**config.mk**
```make
export PLATFORM = sky130hd
export DESIGN_NAME = axi_lite_master
export DESIGN_NICKNAME = d
export VERILOG_FILES = /design/src/rtl/axi_lite_pkg.sv /design/src/rtl/axi_lite_master.sv
export SDC_FILE = /design/constraint.sdc
export NUM_CORES = 1
export LEC_CHECK = 0
export CAP_MARGIN = 5
export CORE_UTILIZATION = 32
export CTS_CLUSTER_SIZE = 20
export DETAILED_ROUTE_END_ITERATION = 10
export PLACE_DENSITY = 0.7
export SYNTH_ARGS = -nofsm -noshare
export SYNTH_HDL_FRONTEND = slang
export SYNTH_SLANG_ARGS = --single-unit
```
**constraint.sdc**
```tcl
create_clock -name ACLK -period 1.5 [get_ports ACLK]
set_clock_uncertainty 0.05 [all_clocks]
set_input_delay 0.15 -clock ACLK [delete_from_list [all_inputs] [get_ports ACLK]]
set_output_delay 0.15 -clock ACLK [all_outputs]
set_load 0.03 [all_outputs]
```
**src/rtl/axi_lite_pkg.sv**
```systemverilog
// Shared types for the AXI4-Lite initiator: FSM states, default widths,
// and command/response bundles used by the master and its bench.
package axi_lite_pkg;

    localparam int ADDR_W_DEF = 32;
    localparam int DATA_W_DEF = 32;
    localparam int CNT_W_DEF  = 16;

    typedef enum logic [2:0] {
        IDLE,
        WR_REQ,
        WR_RESP,
        RD_REQ,
        RD_DATA,
        RSP
    } state_t;

    typedef struct packed {
        logic                  write;
        logic [ADDR_W_DEF-1:0] addr;
        logic [DATA_W_DEF-1:0] wdata;
        logic [DATA_W_DEF/8-1:0] wstrb;
    } cmd_t;

    typedef struct packed {
        logic                  write;
        logic [DATA_W_DEF-1:0] rdata;
    } rsp_t;

endpackage

```
**src/rtl/axi_lite_master.sv**
```systemverilog
// AXI4-Lite initiator: one command in, one single-beat AXI4-Lite
// write or read out, one response back.  One transaction in flight.
// Ports:
//   ACLK/ARESETn          clock, async active-low reset
//   cmd_*                 command handshake (valid/ready, write, addr,
//                         wdata, wstrb)
//   rsp_*                 response handshake (valid/ready, write, rdata)
//   AW*/W*/B*/AR*/R*      AXI4-Lite master channels (no RESP)
//   wr_cnt/rd_cnt         free-running completion counters (wrap)
module axi_lite_master
    import axi_lite_pkg::*;
#(
    parameter int ADDR_WIDTH = ADDR_W_DEF,
    parameter int DATA_WIDTH = DATA_W_DEF,
    parameter int CNT_WIDTH  = CNT_W_DEF
) (
    input  logic                    ACLK,
    input  logic                    ARESETn,
    input  logic                    cmd_valid,
    output logic                    cmd_ready,
    input  logic                    cmd_write,
    input  logic [ADDR_WIDTH-1:0]   cmd_addr,
    input  logic [DATA_WIDTH-1:0]   cmd_wdata,
    input  logic [DATA_WIDTH/8-1:0] cmd_wstrb,
    output logic                    rsp_valid,
    input  logic                    rsp_ready,
    output logic                    rsp_write,
    output logic [DATA_WIDTH-1:0]   rsp_rdata,
    output logic [ADDR_WIDTH-1:0]   AWADDR,
    output logic                    AWVALID,
    input  logic                    AWREADY,
    output logic [DATA_WIDTH-1:0]   WDATA,
    output logic [DATA_WIDTH/8-1:0] WSTRB,
    output logic                    WVALID,
    input  logic                    WREADY,
    input  logic                    BVALID,
    output logic                    BREADY,
    output logic [ADDR_WIDTH-1:0]   ARADDR,
    output logic                    ARVALID,
    input  logic                    ARREADY,
    input  logic [DATA_WIDTH-1:0]   RDATA,
    input  logic                    RVALID,
    output logic                    RREADY,
    output logic [CNT_WIDTH-1:0]    wr_cnt,
    output logic [CNT_WIDTH-1:0]    rd_cnt
);

    localparam int SW = DATA_WIDTH / 8;
    localparam logic [CNT_WIDTH-1:0] CNT_ONE =
        {{(CNT_WIDTH-1){1'b0}}, 1'b1};

    state_t                r_state,     w_state;
    logic                  r_awvalid,   w_awvalid;
    logic                  r_wvalid,    w_wvalid;
    logic                  r_bready,    w_bready;
    logic                  r_arvalid,   w_arvalid;
    logic                  r_rready,    w_rready;
    logic                  r_aw_done,   w_aw_done;
    logic                  r_w_done,    w_w_done;
    logic [ADDR_WIDTH-1:0] r_addr,      w_addr;
    logic [DATA_WIDTH-1:0] r_wdata,     w_wdata;
    logic [SW-1:0]         r_wstrb,     w_wstrb;
    logic                  r_rsp_valid, w_rsp_valid;
    logic                  r_rsp_write, w_rsp_write;
    logic [DATA_WIDTH-1:0] r_rsp_rdata, w_rsp_rdata;
    logic [CNT_WIDTH-1:0]  r_wr_cnt,    w_wr_cnt;
    logic [CNT_WIDTH-1:0]  r_rd_cnt,    w_rd_cnt;

    always_ff @(posedge ACLK or negedge ARESETn) begin
        if (!ARESETn) begin
            r_state     <= IDLE;
            r_awvalid   <= 1'b0;
            r_wvalid    <= 1'b0;
            r_bready    <= 1'b0;
            r_arvalid   <= 1'b0;
            r_rready    <= 1'b0;
            r_aw_done   <= 1'b0;
            r_w_done    <= 1'b0;
            r_addr      <= '0;
            r_wdata     <= '0;
            r_wstrb     <= '0;
            r_rsp_valid <= 1'b0;
            r_rsp_write <= 1'b0;
            r_rsp_rdata <= '0;
            r_wr_cnt    <= '0;
            r_rd_cnt    <= '0;
        end else begin
            r_state     <= w_state;
            r_awvalid   <= w_awvalid;
            r_wvalid    <= w_wvalid;
            r_bready    <= w_bready;
            r_arvalid   <= w_arvalid;
            r_rready    <= w_rready;
            r_aw_done   <= w_aw_done;
            r_w_done    <= w_w_done;
            r_addr      <= w_addr;
            r_wdata     <= w_wdata;
            r_wstrb     <= w_wstrb;
            r_rsp_valid <= w_rsp_valid;
            r_rsp_write <= w_rsp_write;
            r_rsp_rdata <= w_rsp_rdata;
            r_wr_cnt    <= w_wr_cnt;
            r_rd_cnt    <= w_rd_cnt;
        end
    end

    always_comb begin
        w_state     = r_state;
        w_awvalid   = r_awvalid;
        w_wvalid    = r_wvalid;
        w_bready    = r_bready;
        w_arvalid   = r_arvalid;
        w_rready    = r_rready;
        w_aw_done   = r_aw_done;
        w_w_done    = r_w_done;
        w_addr      = r_addr;
        w_wdata     = r_wdata;
        w_wstrb     = r_wstrb;
        w_rsp_valid = r_rsp_valid;
        w_rsp_write = r_rsp_write;
        w_rsp_rdata = r_rsp_rdata;
        w_wr_cnt    = r_wr_cnt;
        w_rd_cnt    = r_rd_cnt;
        unique case (r_state)
            IDLE: begin
                if (cmd_valid) begin
                    w_addr  = cmd_addr;
                    w_wdata = cmd_wdata;
                    w_wstrb = cmd_wstrb;
                    if (cmd_write) begin
                        w_state   = WR_REQ;
                        w_awvalid = 1'b1;
                        w_wvalid  = 1'b1;
                        w_aw_done = 1'b0;
                        w_w_done  = 1'b0;
                    end else begin
                        w_state   = RD_REQ;
                        w_arvalid = 1'b1;
                    end
                end
            end
            WR_REQ: begin
                // each channel retires on its own handshake
                if (r_awvalid && AWREADY) begin
                    w_awvalid = 1'b0;
                    w_aw_done = 1'b1;
                end
                if (r_wvalid && WREADY) begin
                    w_wvalid = 1'b0;
                    w_w_done = 1'b1;
                end
                // B is opened only once both flags are registered
                if (r_aw_done && r_w_done) begin
                    w_state  = WR_RESP;
                    w_bready = 1'b1;
                end
            end
            WR_RESP: begin
                if (BVALID) begin
                    w_state     = RSP;
                    w_bready    = 1'b0;
                    w_rsp_valid = 1'b1;
                    w_rsp_write = 1'b1;
                    w_rsp_rdata = '0;
                    w_wr_cnt    = r_wr_cnt + CNT_ONE;
                end
            end
            RD_REQ: begin
                if (ARREADY) begin
                    w_state   = RD_DATA;
                    w_arvalid = 1'b0;
                    w_rready  = 1'b1;
                end
            end
            RD_DATA: begin
                if (RVALID) begin
                    w_state     = RSP;
                    w_rready    = 1'b0;
                    w_rsp_valid = 1'b1;
                    w_rsp_write = 1'b0;
                    w_rsp_rdata = RDATA;
                    w_rd_cnt    = r_rd_cnt + CNT_ONE;
                end
            end
            RSP: begin
                if (rsp_ready) begin
                    w_state     = IDLE;
                    w_rsp_valid = 1'b0;
                end
            end
            default: begin
                w_state = IDLE;
            end
        endcase
    end

    assign cmd_ready = (r_state == IDLE);
    assign rsp_valid = r_rsp_valid;
    assign rsp_write = r_rsp_write;
    assign rsp_rdata = r_rsp_rdata;
    assign AWADDR    = r_addr;
    assign AWVALID   = r_awvalid;
    assign WDATA     = r_wdata;
    assign WSTRB     = r_wstrb;
    assign WVALID    = r_wvalid;
    assign BREADY    = r_bready;
    assign ARADDR    = r_addr;
    assign ARVALID   = r_arvalid;
    assign RREADY    = r_rready;
    assign wr_cnt    = r_wr_cnt;
    assign rd_cnt    = r_rd_cnt;

endmodule

```
==> results of run 1 <==
==> cell usage after synthesis, drive strengths merged, types with 3 or more instances <==
library cell	number	share of area, %
clkbuf	6	0.36
a31oi	3	0.30
mux2	70	13
o21ai	38	3.1
and4	3	0.42
a21oi	9	0.79
nand2	75	4.5
dfrtp	144	58
nor3	4	0.67
nand4	7	0.81
nor4	3	0.79
nand3	11	0.89
xnor2	21	3.0
nor2	12	0.85
buf	50	6.3
and2	3	0.34
inv	11	0.67
xor2	9	1.3
==> critical path, stage by stage (launching register included) <==
cell and delay (ns):
dfrtp_2 0.45, buf_6 0.13, nand2b_4 0.15, buf_6 0.12, nor3b_4 0.20, buf_6 0.17
mux2_4 0.30
==> metal layers <==
metal  routed length (um)  up-vias  share of wire (%)  track usage, %
li1                     -     2299                  -               -
met4                  250        0                1.4            4.98
met1                 7160     2387                 41            20.6
met3                 1020       22                5.8            4.76
met2                 9070      177                 52            31.6
met5                    0        -                  0               0
==> placed cells by master (no fill, tap or decap), types with 3 or more instances in the layout <==
cell             count
a21oi_1              8
a31oi_1              3
and4_1               3
buf_12               8
buf_16               4
buf_4               29
buf_6               20
bufinv_16            4
clkbuf_16           20
clkbuf_2             8
clkbuf_8             3
clkdlybuf4s15_1      4
clkdlybuf4s50_1    108
dfrtp_1            133
dfrtp_2             11
dlygate4sd2_1      158
inv_1               11
mux2_2              39
mux2_4              31
nand2_1             72
nand2_4              3
nand3_1              8
nand3_2              3
nand4_1              6
nor2_1               6
nor2_2               3
nor2_4               3
nor3_2               3
o21ai_0             14
o21ai_1             24
xnor2_1             18
xnor2_2              3
xor2_1               9
==> cell families after synthesis <==
| logic type | Yosys count | share of synthesized area [%] |
|---|---|---|
| and+or+nand+nor | 128 | 10.8 |
| xor gates and xnor gates | 30 | 4.23 |
| adders and majority gates | 2 | 0.403 |
| muxes | 71 | 13.4 |
| DFF | 144 | 58.1 |
| AOI/OAI and AO/OA | 61 | 5.69 |
| buffers and inverters | 67 | 7.36 |
==> worst min path at each step <==
stage / endpoint / from / slack [ns]
3_5_place_dp: WSTRB[2]$_DFFE_PN0P_ / ARESETn / 0.06
3_3_place_gp: WDATA[1]$_DFFE_PN0P_ / ARESETn / 0.05
4_1_cts: WDATA[0]$_DFFE_PN0P_ / ARESETn / 0.18
6_report: WDATA[0]$_DFFE_PN0P_ / ARESETn / 0.18
2_1_floorplan: ARADDR[0]$_DFFE_PN0P_ / ARESETn / -0.20
5_1_grt: rsp_rdata[17]$_DFFE_PN0P_ / RDATA[17] / 0.21
==> flip-flops by register name (all words and copies together), names as in the netlist <==
name       count
WVALID         1
BREADY         1
ARADDR        32
WDATA         32
r_w_done       1
r_aw_done      1
ARVALID        1
RREADY         1
r_state        3
rd_cnt        16
rsp_rdata     32
wr_cnt        16
WSTRB          4
rsp_write      1
AWVALID        1
rsp_valid      1
==> through the flow <==
step | TNS [ns] | setup WS, ns
floorplan | -23.81 | -0.416
global placement | -18.09 | -0.231
detailed placement | -18.80 | -0.243
CTS | -12.30 | -0.176
global route | -22.28 | -0.226
finish | -13.58 | -0.179
==> power groups by stage <==
stage	Combinational [uW]	Sequential, uW	Clock (uW)
2_1_floorplan	4390	9140	0
3_3_place_gp	11400	6450	0
3_5_place_dp	11500	6500	0
4_1_cts	11100	6410	4640
5_1_grt	11900	6630	4820
6_report	11300	6400	4510
==> what timing repair did <==
action	CTS	global route
hold buffers	1	0
setup endpoints to repair	295	147
resized for setup	246	52
pin swaps	12	13
setup buffers	11	7
hold endpoints to repair	77	0
cloned	4	3
==> layout make-up <==
cell class	count	area, um2
multi-input cells	292	2390
clock buffers	22	474
clock inverters	9	158
fillers	1670	8450
well taps	260	325
inverters	11	41.3
flip-flops and latches	144	3620
repair buffers	345	3370
==> summary.md, run 1 <==
| Metric | Value |
|---|---|
| Minimum clock period | `1.68 ns` |
| Final HPWL DP | `12100 um` |
| Fin. max-slew vios | `0` |
| Clock Path Buffers | `2` |
| # diodes | `0` |
| Reg2Reg Depth | `6` |
| Switching Fraction | `41.2%` |
| Pwr/cell area | `2140 nW/um2` |
| Initial Util | `33.0%` |
| Hold WC Path Type | `input pin to async pin` |
| Worst-Margin Slew | `0.431 ns` |
| Library cells used by synthesis | `50` |
| Status | `finished with violations` |
| Synth Warn # | `0` |
| Syn_nets | `615` |
| Largest net degree at the start of global routing | `48` |
| DR pass1 iterations | `5` |
| Routability cong. | `0.785` |
| Failing checks | `setup timing` |
| Async S/R FF share, synth | `100%` |
| TritonCTS clock tree | `built` |
| CP endpoint kind | `flop` |
| Total power | `22200 uW` |
| Post-Syn Area | `6200 um2` |
| Fin Hold WS | `0.179 ns` |
| First-pass GRT wire length | `26800 um` |
| Share of cells above drive strength 1 | `26.7%` |
| Die area | `20000 um2` |
| Worst Setup SP | `r_state[2]$_DFFE_PN0P_` |
| Maximum VDD drop | `1.28 mV` |
| Worst R2R Start | `r_state[2]$_DFFE_PN0P_` |
| Antenna violations before repair | `0` |
| Logic pwr share | `50.9%` |
| Clock Tree Root | `clkbuf_16` |
| Tcrit/Tclk final | `112%` |
| Detailed Route WL | `17500 um` |
| Cts bufs inserted | `17` |
| Dpl cells | `1027` |
| Vias in the first global route | `4943` |
| Drc violations | `0` |
| Unrepaired setup endpoints after global routing | `true` |
| Leak | `0.00492 uW` |
| Max cap viols | `0` |
| Fin nets | `923` |
| Critical Path RT | `1.75 ns` |
| Total number of vias | `4885` |
| Finished Core Util | `55.1%` |
| H-tree Lvls | `4` |
| Total internal power | `13100 uW` |
| Iteration-0 DRC Markers | `100` |
| # port buffers | `281` |
| Post-synthesis sequential area ratio | `58.1%` |
| Worst setup path endpoint | `wr_cnt[1]$_DFFE_PN0P_` |
| Post-route cell area | `10400 um2` |
| Syn Area/Cell | `12.3 um2` |
| NetSw | `9160 uW` |
| CP Class | `flop to flop` |
| Flop2flop setup slack | `-0.18 ns` |
| Clock power share | `20.3%` |
| Reg clk slew, reported paths | `0.06 ns` |
| Core area | `18800 um2` |
| Final Non-Filler Cells | `1083` |
| Avg WL per Cell | `16.2 um` |
| Number of synthesized flops with an enable pin | `0` |
| Post-route ant nets | `0` |
| Clock sinks | `144` |
| Final Worst Setup Slack | `-0.179 ns` |
| Slew headroom | `71.2%` |
| DP Area | `9320 um2` |
| Cells after Synth | `503` |
| Num ports | `282` |
| Via density | `4.51` |
| Power share of the sequential group | `28.8%` |
| Crit start category | `flop` |
| Row count | `50` |
| Max FO, Critical Path | `6` |
| All-Layer GR Usage | `17.6%` |
| Crit Reg-Reg Endpoint | `wr_cnt[1]$_DFFE_PN0P_` |
| Width of the die | `141 um` |
| Clock Latency Late Sink | `0.41 ns` |
| Fin. Hold Viols | `0` |
| Synthesis-to-layout area growth | `67.3%` |
| DIE HEIGHT | `141 um` |
| Seq cells post-synth | `144` |
| Setup violators final | `125` |
| Crit path DAT | `1.93 ns` |
| Most used DFF post-synth | `dfrtp_1` |
| Fmax | `0.596 GHz` |
| Grt ovf | `0` |
No activity file was read; power rests on OpenSTA's default activity.
==> run 2: changes to the inputs <==
--- a/config.mk
+++ b/config.mk
@@ -7,9 +7,11 @@
 export LEC_CHECK = 0
 export CAP_MARGIN = 5
 export CORE_UTILIZATION = 32
+export CTS_BUF_LIST = sky130_fd_sc_hd__clkbuf_8 sky130_fd_sc_hd__clkbuf_16
 export CTS_CLUSTER_SIZE = 20
 export DETAILED_ROUTE_END_ITERATION = 10
 export PLACE_DENSITY = 0.7
+export SKIP_LAST_GASP = 1
 export SYNTH_ARGS = -nofsm -noshare
 export SYNTH_HDL_FRONTEND = slang
 export SYNTH_SLANG_ARGS = --single-unit
==> summary.md, run 2 (synthesis gave the netlist of run 1 again) <==
| Metric | Value |
|---|---|
| Status | `finished with violations` |
| Failing checks | `setup timing` |
| DP Area | `9320 um2 (unchanged)` |
| Minimum clock period | `1.69 ns (+0.0137 ns)` |
| Crit Reg-Reg Endpoint | `rsp_rdata[1]$_DFFE_PN0P_` |
| Leak | `0.00489 uW (-0.55%)` |
| Clock Latency Late Sink | `0.41 ns (about the same)` |
| Fin. Hold Viols | `0 (unchanged)` |
| Delay-heaviest family, CP | `flip-flops` |
| Largest net degree at the start of global routing | `48 (unchanged)` |
| Most frequent cells in the layout | `160 x dlygate4sd2_1, 133 x dfrtp_1, 108 x clkdlybuf4s50_1` |
| CP Class | `flop to flop` |
| CP endpoint kind | `flop` |
| Synthesis-to-layout area growth | `67.1%` |
| Fin Hold WS | `0.177 ns (-0.00148 ns)` |
| Num ports | `282 (unchanged)` |
| Width of the die | `141 um (unchanged)` |
| Tcrit/Tclk final | `113% (+0.91 points)` |
| Vias in the first global route | `4927 (-0.32%)` |
| DR pass1 iterations | `4 (-1)` |
| Antenna violations before repair | `0 (unchanged)` |
| Final Non-Filler Cells | `1086 (+0.28%)` |
| Cts bufs inserted | `17 (unchanged)` |
| Iteration-0 DRC Markers | `89 (-11%)` |
| Post-route cell area | `10400 um2 (-0.12%)` |
| Worst setup path endpoint | `rsp_rdata[1]$_DFFE_PN0P_` |
| H-tree Lvls | `4 (unchanged)` |
| Max FO, Critical Path | `14 (+8)` |
| All-Layer GR Usage | `17.5% (-0.10 points)` |
| Core area | `18800 um2 (unchanged)` |
| Dpl cells | `1027 (unchanged)` |
| Crit path cell chain | `buf_4 -> nand3b_1 -> a21o_4 -> buf_12 -> buf_8 -> nand2_1 -> o21ai_0` |
| Slew headroom | `71.2% (about the same)` |
| Final Worst Setup Slack | `-0.193 ns (-0.0137 ns)` |
| # port buffers | `281 (unchanged)` |
| Worst R2R Start | `r_state[2]$_DFFE_PN0P_` |
| Reg2Reg Depth | `7 (+1)` |
| # diodes | `0 (unchanged)` |
| Post-route ant nets | `0 (unchanged)` |
| Max cap viols | `0 (unchanged)` |
| Maximum VDD drop | `1.26 mV (-2.2%)` |
| Crit start category | `flop` |
| Pwr/cell area | `2130 nW/um2 (-0.42%)` |
| Hold WC Path Type | `input pin to async pin` |
| Setup violators final | `125 (unchanged)` |
| Avg WL per Cell | `16.2 um (+0.56%)` |
| Crit path DAT | `1.93 ns (about the same)` |
| Fmax | `0.591 GHz (-0.81%)` |
| First-pass GRT wire length | `26600 um (-0.62%)` |
| Clock Tree Root | `clkbuf_16` |
| Stages on the worst setup path | `7 (+1)` |
| Fin nets | `926 (+0.33%)` |
| Worst-Margin Slew | `0.432 ns (+0.0000838 ns)` |
| Reg clk slew, reported paths | `0.06 ns (about the same)` |
| Die area | `20000 um2 (unchanged)` |
| Detailed Route WL | `17600 um (+0.84%)` |
| Initial Util | `33.0% (unchanged)` |
| Unrepaired setup endpoints after global routing | `true` |
| Clock sinks | `144 (unchanged)` |
| Worst Setup SP | `r_state[2]$_DFFE_PN0P_` |
| CP peak stage delay | `0.45 ns (about the same)` |
| Row count | `50 (unchanged)` |
| Flop2flop setup slack | `-0.19 ns (about the same)` |
| Via density | `4.50 (-0.15%)` |
| DIE HEIGHT | `141 um (unchanged)` |
| CP max stage cell | `dfrtp_2` |
| Fin. max-slew vios | `0 (unchanged)` |
| Total power | `22100 uW (-0.54%)` |
| Drc violations | `0 (unchanged)` |
| Final HPWL DP | `12100 um (unchanged)` |
| TritonCTS clock tree | `built` |
| Worst Path Buf+Inv | `3 (unchanged)` |
| Critical Path RT | `1.74 ns (about the same)` |
| Share of cells above drive strength 1 | `27.5% (+0.75 points)` |
| Commonest non-fill, non-tap cell in the layout | `dlygate4sd2_1` |
| Clock Path Buffers | `2 (unchanged)` |
| Routability cong. | `0.785 (unchanged)` |
| Grt ovf | `0 (unchanged)` |
| Total number of vias | `4891 (+0.12%)` |
==> run 2: changes by cell type in the layout (fill, tap and decap cells not counted), moves of 4 or more <==
| cell | delta |
|---|---|
| mux2_2 | +20 |
| mux2_4 | -20 |
| o21ai_1 | -4 |
| o21ai_2 | +4 |
==> run 2: what timing repair did <==
| action | CTS | global route |
|---|---|---|
| hold buffers | 1 | 0 |
| buffers inserted | 11 | 10 |
| cloned | 4 | 3 |
| pin swaps | 12 | 13 |
| endpoints found under the hold margin | 77 | 0 |
| resized for setup | 218 | 63 |
| endpoints found under the setup margin | 295 | 147 |
==> run 2: worst min-delay path by stage <==
stage / slack, ns / to / start / depth (start not counted)
finish: 0.18 / WDATA[0]$_DFFE_PN0P_ / ARESETn / 2
detailed placement: 0.06 / WSTRB[2]$_DFFE_PN0P_ / ARESETn / 1
floorplan: -0.20 / ARADDR[0]$_DFFE_PN0P_ / ARESETn / 0
global placement: 0.05 / WDATA[1]$_DFFE_PN0P_ / ARESETn / 1
global route: 0.21 / rsp_rdata[11]$_DFFE_PN0P_ / RDATA[11] / 3
CTS: 0.18 / WDATA[0]$_DFFE_PN0P_ / ARESETn / 2
==> run 2: power breakdown <==
part           internal (uW)  total [uW]  switching (uW)
registers               5380        6390            1010
logic                   4680       11200            6560
clock network           2900        4500            1600
==> run 2: layout make-up <==
cell class | count | area, um2
sequential | 144 | 3620
tap | 260 | 325
inverter | 11 | 41.3
fill | 1676 | 8460
clock buffer | 20 | 467
clock inverter | 11 | 165
timing repair buffer | 348 | 3420
multi-input combinational | 292 | 2330
==> run 2: per-stage QoR <==
step,util [%],setup WS [ns],setup TNS [ns]
after floorplan,-,-0.416,-23.81
after global placement,49.5,-0.231,-18.09
after detailed placement,49.5,-0.243,-18.80
after CTS,53.6,-0.176,-12.82
after global routing,55.0,-0.233,-22.11
final,55.0,-0.193,-13.72
==> run 2: metal layers <==
metal	up-vias	track usage, %	share of wire (%)
li1	2309	-	-
met1	2389	20.5	41
met5	-	0	0
met4	0	4.98	1.6
met3	24	4.76	5.7
met2	169	31.3	52
==> run 3: changes to the inputs <==
--- a/config.mk
+++ b/config.mk
@@ -10,7 +10,7 @@
 export CTS_BUF_LIST = sky130_fd_sc_hd__clkbuf_8 sky130_fd_sc_hd__clkbuf_16
 export CTS_CLUSTER_SIZE = 20
 export DETAILED_ROUTE_END_ITERATION = 10
-export PLACE_DENSITY = 0.7
+export PLACE_DENSITY = 0.64
 export SKIP_LAST_GASP = 1
 export SYNTH_ARGS = -nofsm -noshare
 export SYNTH_HDL_FRONTEND = slang
==> summary.md, run 3 (synthesis gave the netlist of run 1 again) <==
| Metric | Value |
|---|---|
| Dpl cells | `1025 (-0.19%)` |
| Vias in the first global route | `5150 (+4.5%)` |
| Failing checks | `setup timing` |
| Status | `finished with violations` |
| Worst-Margin Slew | `0.474 ns (+0.0419 ns)` |
| Critical Path RT | `1.79 ns (+0.05 ns)` |
| TritonCTS clock tree | `built` |
| Core area | `18800 um2 (unchanged)` |
| Maximum VDD drop | `1.20 mV (-4.0%)` |
| Share of cells above drive strength 1 | `34.0% (+6.6 points)` |
| DR pass1 iterations | `4 (unchanged)` |
| All-Layer GR Usage | `18.6% (+1.0 points)` |
| Tcrit/Tclk final | `114% (+1.3 points)` |
| H-tree Lvls | `4 (unchanged)` |
| Detailed Route WL | `19700 um (+11%)` |
| Clock Tree Root | `clkbuf_16` |
| Initial Util | `33.0% (unchanged)` |
| Most frequent cells in the layout | `157 x dlygate4sd2_1, 134 x dfrtp_1, 108 x clkdlybuf4s50_1` |
| Drc violations | `0 (unchanged)` |
| Setup violators final | `134 (+7.2%)` |
| Final HPWL DP | `12400 um (+2.3%)` |
| Commonest non-fill, non-tap cell in the layout | `dlygate4sd2_1` |
| Clock Latency Late Sink | `0.42 ns (about the same)` |
| Crit start category | `flop` |
| DIE HEIGHT | `141 um (unchanged)` |
| Final Non-Filler Cells | `1103 (+1.6%)` |
| Reg clk slew, reported paths | `0.06 ns (about the same)` |
| # diodes | `0 (unchanged)` |
| Slew headroom | `68.4% (-2.8 points)` |
| # port buffers | `281 (unchanged)` |
| Num ports | `282 (unchanged)` |
| CP Class | `flop to flop` |
| Fin nets | `942 (+1.7%)` |
| Antenna violations before repair | `0 (unchanged)` |
| FILL cells | `1524 (-9.1%)` |
| Unrepaired setup endpoints after global routing | `true` |
| Fmax | `0.584 GHz (-1.1%)` |
| Iteration-0 DRC Markers | `145 (+63%)` |
| Crit path DAT | `2.00 ns (+0.07 ns)` |
| Finished Core Util | `58.7% (+3.7 points)` |
| Minimum clock period | `1.71 ns (+0.0188 ns)` |
| Hold WC Path Type | `input pin to async pin` |
| CP endpoint kind | `flop` |
| First-pass GRT wire length | `28300 um (+6.1%)` |
| Max cap viols | `0 (unchanged)` |
| Grt ovf | `0 (unchanged)` |
| Pwr/cell area | `2160 nW/um2 (+1.4%)` |
| Cts bufs inserted | `17 (unchanged)` |
| Post-route ant nets | `0 (unchanged)` |
| Total number of vias | `5120 (+4.7%)` |
| Leak | `0.00524 uW (+7.2%)` |
| Synthesis-to-layout area growth | `78.3%` |
| Via density | `4.64 (+3.1%)` |
| Max FO, Critical Path | `7 (-7)` |
| Width of the die | `141 um (unchanged)` |
| Clock sinks | `144 (unchanged)` |
| Fin. Hold Viols | `0 (unchanged)` |
| Fin. max-slew vios | `0 (unchanged)` |
| Final Worst Setup Slack | `-0.212 ns (-0.0188 ns)` |
| Clock Path Buffers | `2 (unchanged)` |
| Die area | `20000 um2 (unchanged)` |
| Routability cong. | `0.783 (-0.29%)` |
| Row count | `50 (unchanged)` |
| Avg WL per Cell | `17.8 um (+9.7%)` |
| Largest net degree at the start of global routing | `45 (-6.3%)` |
==> run 3: changes by cell type in the layout (fill, tap and decap cells not counted), moves of 7 or more <==
cell,before,now
o21ai_2,4,23
nand2_1,72,42
mux2_4,11,46
o21ai_0,14,2
mux2_2,59,24
o21ai_1,20,13
nand2_2,0,14
nand2_4,3,19
==> run 3: report_power, final <==
| part | internal [uW] | total [uW] | switching, uW |
|---|---|---|---|
| registers | 5380 | 6520 | 1140 |
| clock network | 3190 | 4820 | 1630 |
| logic | 5530 | 12600 | 7070 |
==> run 3: final timing paths <==
| path | from | end | slack [ns] | cells past startpoint |
|---|---|---|---|---|
| worst max-delay path | r_state[2]$_DFFE_PN0P_ | rsp_rdata[18]$_DFFE_PN0P_ | -0.21 | 6 |
| worst min-delay path | ARESETn | rsp_rdata[20]$_DFFE_PN0P_ | 0.19 | 2 |
| worst max register to register | r_state[2]$_DFFE_PN0P_ | rsp_rdata[18]$_DFFE_PN0P_ | -0.21 | 6 |
| worst min register to register | wr_cnt[15]$_DFFE_PN0P_ | wr_cnt[15]$_DFFE_PN0P_ | 0.42 | 1 |
| max in group asynchronous | ARESETn | WDATA[17]$_DFFE_PN0P_ | 0.61 | 3 |
| min in group ACLK | RDATA[3] | rsp_rdata[3]$_DFFE_PN0P_ | 0.22 | 3 |
==> run 3: critical path: stages, from the launching register on <==
cell,delay (ns)
dfrtp_2,0.45
buf_6,0.14
nand3b_1,0.23
buf_4,0.19
a21o_4,0.25
clkbuf_16,0.18
o21ai_1,0.13
==> run 3: per-stage QoR <==
stage | hold WS [ns] | total power [uW] | instance area [um2] | worst slack (ns) | setup TNS (ns)
2_1_floorplan | -0.196 | 13500 | 6240 | -0.416 | -23.81
3_3_place_gp | 0.0689 | 18000 | 9350 | -0.208 | -21.36
3_5_place_dp | 0.0715 | 18100 | 9350 | -0.266 | -23.43
4_1_cts | 0.191 | 22700 | 10300 | -0.186 | -15.10
5_1_grt | 0.217 | 25100 | 11100 | -0.275 | -25.00
6_report | 0.195 | 23900 | 11100 | -0.212 | -17.40
==> run 3: cell type report <==
| class | instances | area [um2] | area share (%) |
|---|---|---|---|
| tap | 260 | 325 | 2.94 |
| clock inverter | 13 | 219 | 1.98 |
| sequential | 144 | 3620 | 32.7 |
| inverter | 11 | 41.3 | 0.373 |
| multi-input combinational | 293 | 2720 | 24.6 |
| clock buffer | 19 | 453 | 4.10 |
| timing repair buffer | 363 | 3690 | 33.3 |
==> run 3: per-layer routing <==
layer	vias up	share of wire, %	global-route usage (%)
met2	194	52	32.2
li1	2345	-	-
met1	2551	40	21.8
met5	-	0	0
met4	0	2.1	7.09
met3	30	5.8	5.16
==> run 3: what timing repair did <==
action                     in CTS  in global routing
gates resized for setup       249                160
hold endpoints to repair      113                  0
gates cloned                    6                 10
pin swaps                      19                 65
hold buffers                    1                  0
buffers inserted               20                 17
setup endpoints to repair     309                155
